--- config.mk ---
export PLATFORM = sky130hd
export DESIGN_NAME = uart_rx_core
export DESIGN_NICKNAME = d
export VERILOG_FILES = /design/src/rtl/uart_rx_core.sv
export SDC_FILE = /design/constraint.sdc
export NUM_CORES = 1
export LEC_CHECK = 0
export ABC_AREA = 1
export BUFFER_PORTS_ARGS = -buffer_cell sky130_fd_sc_hd__buf_2
export CELL_PAD_IN_SITES_DETAIL_PLACEMENT = 0
export CELL_PAD_IN_SITES_GLOBAL_PLACEMENT = 1
export CORE_UTILIZATION = 28
export CTS_CLUSTER_SIZE = 20
export DETAILED_ROUTE_END_ITERATION = 8
export PLACE_DENSITY_LB_ADDON = 0.1
export SLEW_MARGIN = 10
export SYNTH_ARGS = -nofsm -noshare
export SYNTH_HDL_FRONTEND = slang
export SYNTH_SLANG_ARGS = --single-unit
--- constraint.sdc ---
create_clock -name clk -period 2.43 [get_ports clk]
set_clock_uncertainty 0.15 [all_clocks]
set_input_delay 0.486 -clock clk [delete_from_list [all_inputs] [get_ports clk]]
set_output_delay 0.486 -clock clk [all_outputs]
set_load 0.1 [all_outputs]
--- src/rtl/uart_rx_core.sv ---
// uart_rx_core
//   UART receiver: 2-flop input synchronizer, 16x oversampling with a
//   3-sample majority vote at mid-bit, parity and stop-bit checking, and a
//   small receive FIFO drained over a valid/ready handshake.
//
// Ports
//   clk           system clock
//   rst           asynchronous, active-low reset
//   rx            serial input, idles high, asynchronous to clk
//   rx_data       data word at the FIFO head (0 when empty)
//   rx_parity_err parity-error flag of the head entry
//   rx_frame_err  framing-error flag of the head entry
//   rx_valid      FIFO not empty
//   rx_ready      consumer accepts the head entry when rx_valid && rx_ready
//   overrun       1-clock pulse when a completed frame is dropped (FIFO full)
//   busy          receiver FSM is not idle
module uart_rx_core #(
  parameter int CLK_DIV    = 4,
  parameter int DATA_WIDTH = 8,
  parameter int PARITY_EN  = 1,
  parameter int PARITY_ODD = 0,
  parameter int STOP_BITS  = 1,
  parameter int FIFO_DEPTH = 4
) (
  input  logic                  clk,
  input  logic                  rst,
  input  logic                  rx,
  output logic [DATA_WIDTH-1:0] rx_data,
  output logic                  rx_parity_err,
  output logic                  rx_frame_err,
  output logic                  rx_valid,
  input  logic                  rx_ready,
  output logic                  overrun,
  output logic                  busy
);

  localparam int DIV_W = (CLK_DIV > 1) ? $clog2(CLK_DIV) : 1;
  localparam int PTR_W = $clog2(FIFO_DEPTH);
  localparam int CNT_W = PTR_W + 1;
  localparam int ENT_W = DATA_WIDTH + 2;
  localparam logic [DIV_W-1:0] DIV_MAX  = DIV_W'(CLK_DIV - 1);
  localparam logic [3:0]       LAST_DAT = 4'(DATA_WIDTH);
  localparam logic [3:0]       LAST_STP = 4'(STOP_BITS - 1);
  localparam logic             PAR_ODD  = (PARITY_ODD != 0);
  localparam logic [CNT_W-1:0] FULL_CNT = CNT_W'(FIFO_DEPTH);

  typedef enum logic [2:0] {
    S_IDLE, S_START, S_DATA, S_PARITY, S_STOP, S_WAIT_HIGH
  } state_t;

  // control state
  logic                  rx_meta_q, rx_s_q;
  state_t                state_q, state_d;
  logic [DIV_W-1:0]      div_q, div_d;
  logic [3:0]            os_q, os_d;
  logic [3:0]            bit_cnt_q, bit_cnt_d;
  logic [PTR_W-1:0]      wr_ptr_q, wr_ptr_d, rd_ptr_q, rd_ptr_d;
  logic [CNT_W-1:0]      count_q, count_d;
  // datapath state (not reset)
  logic                  s7_q, s7_d, s8_q, s8_d;
  logic [DATA_WIDTH-1:0] shift_q, shift_d;
  logic                  perr_q, perr_d, ferr_q, ferr_d;
  logic [ENT_W-1:0]      mem_q [FIFO_DEPTH];

  logic             tick, sample_tick, wrap_tick, bit_val;
  logic             push, pop, wr_en, full;
  logic [ENT_W-1:0] push_word, head;

  assign tick        = (state_q != S_IDLE) && (div_q == DIV_MAX);
  assign sample_tick = tick && (os_q == 4'd9);
  assign wrap_tick   = tick && (os_q == 4'd15);
  // majority of the samples taken at os_cnt 7, 8 and the current one at 9
  assign bit_val     = (s7_q & s8_q) | (s7_q & rx_s_q) | (s8_q & rx_s_q);
  assign push_word   = {shift_q, perr_q, ferr_q | ~bit_val};

  // Receiver FSM next state
  always_comb begin
    state_d   = state_q;
    div_d     = div_q;
    os_d      = os_q;
    bit_cnt_d = bit_cnt_q;
    s7_d      = s7_q;
    s8_d      = s8_q;
    shift_d   = shift_q;
    perr_d    = perr_q;
    ferr_d    = ferr_q;
    push      = 1'b0;

    if (state_q == S_IDLE) begin
      div_d = '0;
    end else if (tick) begin
      div_d = '0;
      os_d  = os_q + 4'd1;
    end else begin
      div_d = div_q + DIV_W'(1);
    end
    if (tick && os_q == 4'd7) s7_d = rx_s_q;
    if (tick && os_q == 4'd8) s8_d = rx_s_q;

    case (state_q)
      S_IDLE: begin
        if (!rx_s_q) begin
          state_d   = S_START;
          os_d      = '0;
          bit_cnt_d = '0;
          perr_d    = 1'b0;
          ferr_d    = 1'b0;
        end
      end
      S_START: begin
        if (sample_tick && bit_val) begin
          state_d = S_IDLE;  // start bit did not hold to mid-bit: glitch
        end else if (wrap_tick) begin
          state_d   = S_DATA;
          bit_cnt_d = '0;
        end
      end
      S_DATA: begin
        if (sample_tick) begin
          shift_d   = {bit_val, shift_q[DATA_WIDTH-1:1]};  // LSB first
          bit_cnt_d = bit_cnt_q + 4'd1;
        end
        if (wrap_tick && bit_cnt_q == LAST_DAT) begin
          state_d   = (PARITY_EN != 0) ? S_PARITY : S_STOP;
          bit_cnt_d = '0;
        end
      end
      S_PARITY: begin
        // 1 when data plus parity bit do not give the configured parity
        if (sample_tick) perr_d = (^shift_q) ^ bit_val ^ PAR_ODD;
        if (wrap_tick) begin
          state_d   = S_STOP;
          bit_cnt_d = '0;
        end
      end
      S_STOP: begin
        if (sample_tick) begin
          if (bit_cnt_q == LAST_STP) begin
            // leave at mid-stop-bit so a following start edge is not missed
            push    = 1'b1;
            state_d = bit_val ? S_IDLE : S_WAIT_HIGH;
          end else begin
            ferr_d    = ferr_q | ~bit_val;
            bit_cnt_d = bit_cnt_q + 4'd1;
          end
        end
      end
      S_WAIT_HIGH: begin
        if (rx_s_q) state_d = S_IDLE;
      end
      default: state_d = S_IDLE;
    endcase
  end

  // FIFO control
  always_comb begin
    full     = (count_q == FULL_CNT);
    pop      = rx_valid && rx_ready;
    wr_en    = push && (!full || pop);
    overrun  = push && full && !pop;
    wr_ptr_d = wr_en ? wr_ptr_q + PTR_W'(1) : wr_ptr_q;
    rd_ptr_d = pop ? rd_ptr_q + PTR_W'(1) : rd_ptr_q;
    case ({wr_en, pop})
      2'b10:   count_d = count_q + CNT_W'(1);
      2'b01:   count_d = count_q - CNT_W'(1);
      default: count_d = count_q;
    endcase
  end

  always_ff @(posedge clk or negedge rst) begin
    if (!rst) begin
      rx_meta_q <= 1'b1;
      rx_s_q    <= 1'b1;
      state_q   <= S_IDLE;
      div_q     <= '0;
      os_q      <= '0;
      bit_cnt_q <= '0;
      wr_ptr_q  <= '0;
      rd_ptr_q  <= '0;
      count_q   <= '0;
    end else begin
      rx_meta_q <= rx;
      rx_s_q    <= rx_meta_q;
      state_q   <= state_d;
      div_q     <= div_d;
      os_q      <= os_d;
      bit_cnt_q <= bit_cnt_d;
      wr_ptr_q  <= wr_ptr_d;
      rd_ptr_q  <= rd_ptr_d;
      count_q   <= count_d;
    end
  end

  always_ff @(posedge clk) begin
    s7_q    <= s7_d;
    s8_q    <= s8_d;
    shift_q <= shift_d;
    perr_q  <= perr_d;
    ferr_q  <= ferr_d;
    if (wr_en) mem_q[wr_ptr_q] <= push_word;
  end

  // head is gated by rx_valid so the uninitialised storage never shows
  assign rx_valid      = (count_q != '0);
  assign head          = mem_q[rd_ptr_q];
  assign rx_data       = rx_valid ? head[ENT_W-1:2] : '0;
  assign rx_parity_err = rx_valid & head[1];
  assign rx_frame_err  = rx_valid & head[0];
  assign busy          = (state_q != S_IDLE);

endmodule

==> flow_summary.toml, run 1 <==
[global_route]
grt_pass1_wl_mm = 12.9
globalRoute.totalOverflow = 0
track_usage_pct = 13.2
met2_usage_pct = 21.9
grt_use_met3_pct = 2.59
grt_max_degree = 23
grt_most_used_layer = "met2"
antenna_found_initial = 0
grt_use_met1_pct = 17.1
grt_pass1_vias = 2500

[run]
maxCapViolations = 0

[logic_synthesis]
synth_area_leader_cell = "edfxtp_1"
synth_fp_nets = 368
ys_top_cells_by_area = "edfxtp_1 (44%), dfrtp_1 (14%), nand2_1 (6.3%)"
synth-edff-count = 52
netlist_area_mm2 = 0.00355
synthArstFlopShare_pct = 29.7
ys_seq_elements = 74
synth-seq-area-share_pct = 59.6
ys.flop_type = "edfxtp_1"
synth_top_cell_area_share_pct = 44.0
synth.avg_cell_area_um2 = 10.1
synth_cells = 353
synth_cell_types = 36
yosys_warnings = 0

[clock_tree]
cts_made_buffers = 9
clk_pin_slew_ns = 0.06
cts_setup_buffers = 0
cts_hold_buf = 0
cts_tree = "yes"
cts_max_level = 3
clkSinkCount = 74
cts_buffer_depth = 2
worstSkewPairLatency_ns = 0.32
ctsRootBufferMaster = "clkbuf_16"

[critical_path]
startpoint = "state_q[0]"
crit_arrival_ns = 1.70
cp-endpoint = "overrun"
startpoint_type = "register"
rrSetupSlack_ns = 0.25
r2r_cells = 13
path_class = "reg -> out"
r2r-end = "count_q[2]"
cp_max_fo = 6
crit_required_ns = 1.79
end_kind = "output port"
r2r_start = "state_q[0]"

[detailed_routing]
viasPerCell = 4.33
vias = 2438
routed_wl_mm = 7.60
route.detailed.drc = 0
ant_nets = 0
drt_first_pass_iters = 4
drtIter0Drc = 65
post_drt_wl_per_cell_um = 13.5

[sta]
worstMarginPinSlew_ns = 0.588
fmax_ghz = 0.428
post-route-period-util_pct = 96.1
hold_violations = 0
maxSlewViolCount = 0
finalHoldWorstSlack_ns = 0.00870
period_minus_slack_ns = 2.34
setup_viol = 0
fin_tns_setup_ns = 0
maxSlewHeadroom_pct = 60.8

[cells_and_area]
final_util_pct = 37.3
num-nets-final = 405
n_antenna_cell = 0
design_area_mm2 = 0.00453
final_layout_size_suffix_gt1_share_pct = 22.0
syn_to_final_growth_pct = 27.8

[place]
dp_hpwl_mm = 5.36
placed_area_mm2 = 0.00424
io_buffers = 16
gp_congestion = 0.759

[floorplan]
die_x_um = 115
die_area_mm2 = 0.0131
rows = 40
die_h_um = 115
ioPinCount = 17
initial_core_util_pct = 29.2
core_mm2 = 0.0122

[power_and_ir_drop]
vdd_ir_drop_max_mv = 0.388
leakagePower_nw = 1.82
power_mw = 6.26
power-per-cell-area_mw_per_mm2 = 1380

[run_status]
status = "finished clean"

[worst_hold_path]
hold_path.class = "in -> async"
-- worst max-delay path, stage by stage (launching register included) --
cell and delay, ns:
dfrtp_1 0.48, nor2_4 0.08, nand2_4 0.12, nand2_2 0.09, nor2_2 0.19, nand2_2 0.11, nor2_4 0.13, buf_12 0.18
-- synthesized netlist by cell type (2+ instances only) --
library cell,count
nand2_1,60
nor2_1,60
edfxtp_1,52
inv_1,31
o21ai_0,26
dfrtp_1,20
nand3_1,18
a21oi_1,15
ha_1,10
xor2_1,8
nand2_2,7
nand4_1,7
clkbuf_1,4
nand3_2,3
nand3b_1,3
nor2_4,3
nor3_1,3
xnor2_1,3
clkinv_1,2
dfstp_2,2
-- flip-flops by register name (all words and copies together) (netlist names), 2 cells and up --
signal,cells
mem_q,40
shift_q,8
count_q,3
state_q,3
os_q,4
div_q,2
rd_ptr_q,2
wr_ptr_q,2
bit_cnt_q,4
-- through the flow --
| stage | setup slack (ns) | std cells |
|---|---|---|
| final | 0.0936 | 563 |
| after global routing | -0.00553 | 563 |
| after CTS | 0.0232 | 563 |
| after detailed placement | 0.145 | 547 |
| after global placement | 0.206 | 547 |
| after floorplan | 0.110 | 353 |
-- cells by family after synthesis --
logic type | Yosys count | share of synthesized area (%)
buffers and inverters | 41 | 4.55
AO/OA/AOI/OAI | 43 | 6.21
multiplexers | 1 | 0.282
AND/OR/NAND/NOR | 172 | 22.6
flip-flops | 74 | 59.6
adder cells (fa/ha/maj) | 11 | 4.09
XOR/XNOR | 11 | 2.72
-- layout by cell type, fill, tap and decap left out, types with 2 or more instances in the layout --
master	synthesis	layout
buf_12	0	12
nand3_1	18	18
clkinv_2	1	2
inv_1	31	31
nand3_2	3	3
nand2_1	60	57
clkinv_4	0	3
xnor2_1	3	3
clkbuf_1	4	2
nor3_1	3	3
edfxtp_1	52	52
nor2_4	3	5
xor2_1	8	8
dfstp_2	2	2
nor2_1	60	57
ha_1	10	10
nor2_2	1	2
o21ai_0	26	26
buf_2	0	5
nand2_4	1	2
dfrtp_1	20	20
nand2_2	7	9
a21oi_4	0	10
nand4_1	7	7
nand3b_1	3	3
buf_4	1	15
a21oi_1	15	5
clkbuf_16	0	9
clkinvlp_4	0	2
-- power by group --
group	internal, mW	switching (mW)	total (mW)	leakage [nW]
clock network	0.697	0.512	1.21	0.130
registers	1.49	0.112	1.60	0.736
logic	1.14	2.31	3.45	0.954
-- per-layer routing --
layer | share of wire, % | vias up
met5 | 0 | -
met2 | 49 | 21
met4 | 1.1 | 0
met1 | 48 | 1152
met3 | 1.9 | 8
li1 | - | 1257
-- final cells by class --
type	instances	area, um^2
Clock inverter	5	38.8
Fill cell	1242	7630
Clock buffer	11	233
Sequential cell	74	2110
Tap cell	168	210
Inverter	35	144
Timing Repair Buffer	32	378
Multi-Input combinational cell	238	1420
-- how the worst min path moves through the flow --
stage / to / slack, ns / cells past startpoint
final: bit_cnt_q[1] / 0.009 / 1
after global routing: bit_cnt_q[2] / 0.06 / 1
after CTS: bit_cnt_q[2] / 0.03 / 1
after detailed placement: rx_s_q / 0.20 / 0
after global placement: rx_s_q / 0.20 / 0
after floorplan: bit_cnt_q[0] / 0.04 / 0
-- repair_timing --
item | in CTS | in global routing
pin swaps | 0 | 1
hold endpoints to repair | 0 | 0
endpoints found under the setup margin | 1 | 35
resized for setup | 2 | 4
No activity file was read; power rests on OpenSTA's default activity.
==> run 2, diff against run 1 <==
- HOLD_SLACK_MARGIN: not set -> 0.1
==> flow_summary.toml, run 2 (same netlist as run 1, synthesis figures left out) <==
[run_status]
status = "finished clean"

[critical_path]
r2r_cells = 13
crit_arrival_ns = 1.70
r2r_start = "state_q[0]"
r2r-end = "count_q[2]"
end_kind = "output port"
rrSetupSlack_ns = 0.25
startpoint_type = "register"
crit_required_ns = 1.79
path_class = "reg -> out"
cp_max_fo = 6

[global_route]
grt_pass1_wl_mm = 12.9
grt_max_degree = 23
globalRoute.totalOverflow = 0
grt_pass1_vias = 2503
track_usage_pct = 13.3
antenna_found_initial = 0

[clock_tree]
cts_setup_buffers = 0
cts_max_level = 3
worstSkewPairLatency_ns = 0.32
ctsRootBufferMaster = "clkbuf_16"
cts_made_buffers = 9
cts_buffer_depth = 2
clkSinkCount = 74
cts_tree = "yes"
clk_pin_slew_ns = 0.06

[power_and_ir_drop]
power_mw = 6.26
power-per-cell-area_mw_per_mm2 = 1380
vdd_ir_drop_max_mv = 0.388
leakagePower_nw = 1.83

[cells_and_area]
design_area_mm2 = 0.00455
n_antenna_cell = 0
reg_top3 = "mem_q x40, shift_q x8"
final_cell_mix = "nor2_1 (57), nand2_1 (57), edfxtp_1 (52), inv_1 (31), o21ai_0 (26)"
final_cell_count_no_fill = 565
largest_register = "mem_q"
syn_to_final_growth_pct = 28.3
largest_reg_flops = 40
final_layout_size_suffix_gt1_share_pct = 21.9
num-nets-final = 407

[sta]
maxSlewHeadroom_pct = 61.1
worstMarginPinSlew_ns = 0.584
maxSlewViolCount = 0
fmax_ghz = 0.428
hold_violations = 0
post-route-period-util_pct = 96.2
period_minus_slack_ns = 2.34
setup_viol = 0

[worst_hold_path]
worstHoldStart = "rx_meta_q"
min_path_cells = 0
hold_path.class = "reg -> reg"
hold_end = "rx_s_q"

[detailed_routing]
vias = 2448
route.detailed.drc = 0
drt_first_pass_iters = 4
post_drt_wl_per_cell_um = 13.5
ant_nets = 0
viasPerCell = 4.33
drtIter0Drc = 63
routed_wl_mm = 7.62

[floorplan]
die_h_um = 115
core_mm2 = 0.0122
die_area_mm2 = 0.0131
die_x_um = 115
rows = 40
ioPinCount = 17
initial_core_util_pct = 29.2

[place]
gp_congestion = 0.759
dp.cells = 547
dp_hpwl_mm = 5.36
io_buffers = 16
placed_area_mm2 = 0.00424

[run]
maxCapViolations = 0
run 2: cell types whose count changed in the layout (fill, tap and decap cells not counted), sizes merged:
cell | previous run | this run
dlygate4sd3 | 0 | 2
run 2: critical path: stages, from the launching register on:
cell and delay [ns]:
dfrtp_1 0.48, nor2_4 0.08, nand2_4 0.12, nand2_2 0.09, nor2_2 0.19, nand2_2 0.11
nor2_4 0.13, buf_12 0.18
run 2: metal layers:
layer  up-vias  share of wire (%)  track usage [%]
li1       1260                  -                -
met1      1155                 48             17.2
met2        25                 49             21.9
met3         8                2.0             2.59
met4         0                1.1             4.94
met5         -                  0                0
run 2: worst max-delay path by stage:
stage	depth (start not counted)	to	slack (ns)	start
after floorplan	7	overrun	0.11	state_q[2]
after global placement	13	count_q[2]	0.21	state_q[0]
after detailed placement	13	count_q[2]	0.15	state_q[0]
after CTS	7	overrun	0.02	bit_cnt_q[0]
after global routing	7	overrun	-0.006	os_q[1]
final	7	overrun	0.09	state_q[0]
run 2: final cells by class:
| type | count | area (um^2) |
|---|---|---|
| clock buffer | 11 | 233 |
| clock inverter | 5 | 38.8 |
| fill | 1241 | 7610 |
| inverter | 35 | 144 |
| multi-input combinational | 238 | 1420 |
| sequential | 74 | 2110 |
| tap | 168 | 210 |
| timing repair buffer | 34 | 398 |
run 2: what timing repair did:
| item | in CTS | in global routing |
|---|---|---|
| resized for setup | 2 | 4 |
| pin swaps | 0 | 1 |
| setup endpoints to repair | 1 | 35 |
| hold buffers | 2 | 0 |
| hold endpoints to repair | 21 | 0 |
run 2: metrics by stage:
step	TNS [ns]	setup slack [ns]	hold slack (ns)	utilization, %
2_1_floorplan	0	0.110	0.0404	-
3_3_place_gp	0	0.206	0.197	34.9
3_5_place_dp	0	0.145	0.199	34.9
4_1_cts	0	0.0232	0.208	37.3
5_1_grt	-0.00553	-0.00553	0.213	37.4
6_report	0	0.0916	0.208	37.4
run 2: report_power, final:
part / internal (mW) / switching (mW) / leakage, nW / total, mW
Combinational: 1.14 / 2.31 / 0.963 / 3.45
Clock: 0.697 / 0.513 / 0.130 / 1.21
Sequential: 1.49 / 0.112 / 0.736 / 1.60
==> run 3, diff against run 2 <==
- MAX_ROUTING_LAYER: not set -> met4
==> flow_summary.toml, run 3 (same netlist as run 1, synthesis figures left out) <==
[detailed_routing]
drt_first_pass_iters = 4
route.detailed.drc = 0
routed_wl_mm = 7.62
ant_nets = 0
viasPerCell = 4.33
post_drt_wl_per_cell_um = 13.5
drtIter0Drc = 62
vias = 2445

[floorplan]
rows = 40
die_area_mm2 = 0.0131
initial_core_util_pct = 29.2
core_mm2 = 0.0122
die_h_um = 115
ioPinCount = 17
die_x_um = 115

[clock_tree]
cts_setup_buffers = 0
clkSinkCount = 74
ctsRootBufferMaster = "clkbuf_16"
cts_made_buffers = 9
cts_buffer_depth = 2
cts_max_level = 3
clk_pin_slew_ns = 0.06
cts_tree = "yes"
worstSkewPairLatency_ns = 0.32

[power_and_ir_drop]
power-per-cell-area_mw_per_mm2 = 1380
leakagePower_nw = 1.83
vdd_ir_drop_max_mv = 0.388

[run_status]
status = "finished clean"

[critical_path]
cp_cell_sequence = "nor2_4 -> nand2_4 -> nand2_2 -> nor2_2 -> nand2_2 -> nor2_4 -> buf_12"
crit_required_ns = 1.79
rrSetupSlack_ns = 0.25
cp_slowest_cell = "dfrtp_1"
crit_arrival_ns = 1.70
r2r_start = "state_q[0]"
path_class = "reg -> out"
max_stage_delay_ns = 0.48
startpoint_type = "register"
startpoint = "state_q[0]"
cp-endpoint = "overrun"
end_kind = "output port"
r2r_cells = 13
r2r-end = "count_q[2]"
cp_max_fo = 6

[sta]
setup_viol = 0
fmax_ghz = 0.428
maxSlewViolCount = 0
hold_violations = 0
post-route-period-util_pct = 96.2
worstMarginPinSlew_ns = 0.584
fin_ws_ns = 0.0917
fin_tns_setup_ns = 0
maxSlewHeadroom_pct = 61.1
period_minus_slack_ns = 2.34

[global_route]
antenna_found_initial = 0
track_usage_pct = 13.7
grt_pass1_vias = 2501
grt_pass1_wl_mm = 12.9
globalRoute.totalOverflow = 0
grt_max_degree = 23

[cells_and_area]
n_antenna_cell = 0
syn_to_final_growth_pct = 28.3
largest_register = "mem_q"
design_area_mm2 = 0.00455
final_cell_mix = "nor2_1 (57), nand2_1 (57), edfxtp_1 (52), inv_1 (31), o21ai_0 (26)"
fill_cells = 1241
num-nets-final = 407
final_layout_size_suffix_gt1_share_pct = 21.9
largest_reg_flops = 40
final_util_pct = 37.4
reg_top3 = "mem_q x40, shift_q x8"
final_cell_count_no_fill = 565

[place]
dp_hpwl_mm = 5.36
dp.cells = 547
placed_area_mm2 = 0.00424
gp_congestion = 0.769
io_buffers = 16
post-place-ws_ns = 0.145

[run]
maxCapViolations = 0

[worst_hold_path]
hold_path.class = "reg -> reg"
[run 3: through the flow]
stage          hold slack [ns]  power (mW)
2_1_floorplan           0.0404        4.02
3_3_place_gp             0.197        5.10
3_5_place_dp             0.199        5.10
4_1_cts                  0.208        6.34
5_1_grt                  0.213        6.66
6_report                 0.208        6.27
[run 3: worst min path at each step]
stage / start / endpoint / slack (ns) / cells after the start
floorplan: rst / bit_cnt_q[0] / 0.04 / 0
global placement: rx_meta_q / rx_s_q / 0.20 / 0
detailed placement: rx_meta_q / rx_s_q / 0.20 / 0
CTS: rx_meta_q / rx_s_q / 0.21 / 0
global route: rx_meta_q / rx_s_q / 0.21 / 0
finish: rx_meta_q / rx_s_q / 0.21 / 0
[run 3: worst max-delay path, delay by kind of cell (launching register included)]
kind	cells	cell delay [ns]
flops	1	0.48
buf+inv	1	0.18
simple gates	6	0.72
[run 3: layout make-up]
class | instances | area (um^2) | share of cell area, %
clock buffer | 11 | 233 | 5.11
clock inverter | 5 | 38.8 | 0.852
inverter | 35 | 144 | 3.16
multi-input combinational | 238 | 1420 | 31.1
sequential | 74 | 2110 | 46.4
tap | 168 | 210 | 4.62
timing repair buffer | 34 | 398 | 8.74
[run 3: repair_timing]
item / 4_1_cts / 5_1_grt
endpoints found under the hold margin: 21 / 0
hold buffers: 2 / 0
gates resized for setup: 2 / 4
setup endpoints to repair: 1 / 30
pin swaps: 0 / 1
[run 3: where the power goes]
group          switching, mW  internal (mW)  leakage [nW]
logic                   2.31           1.14         0.963
clock network          0.515          0.697         0.130
registers              0.112           1.49         0.736
total                   2.94           3.33          1.83
[run 3: layer usage]
metal | part of all wire (%) | global-route usage (%) | vias up
met4 | 1.1 | 4.94 | 0
met2 | 49 | 22.0 | 25
met1 | 48 | 17.1 | 1152
met5 | 0 | - | -
li1 | - | - | 1260
met3 | 2.0 | 2.59 | 8
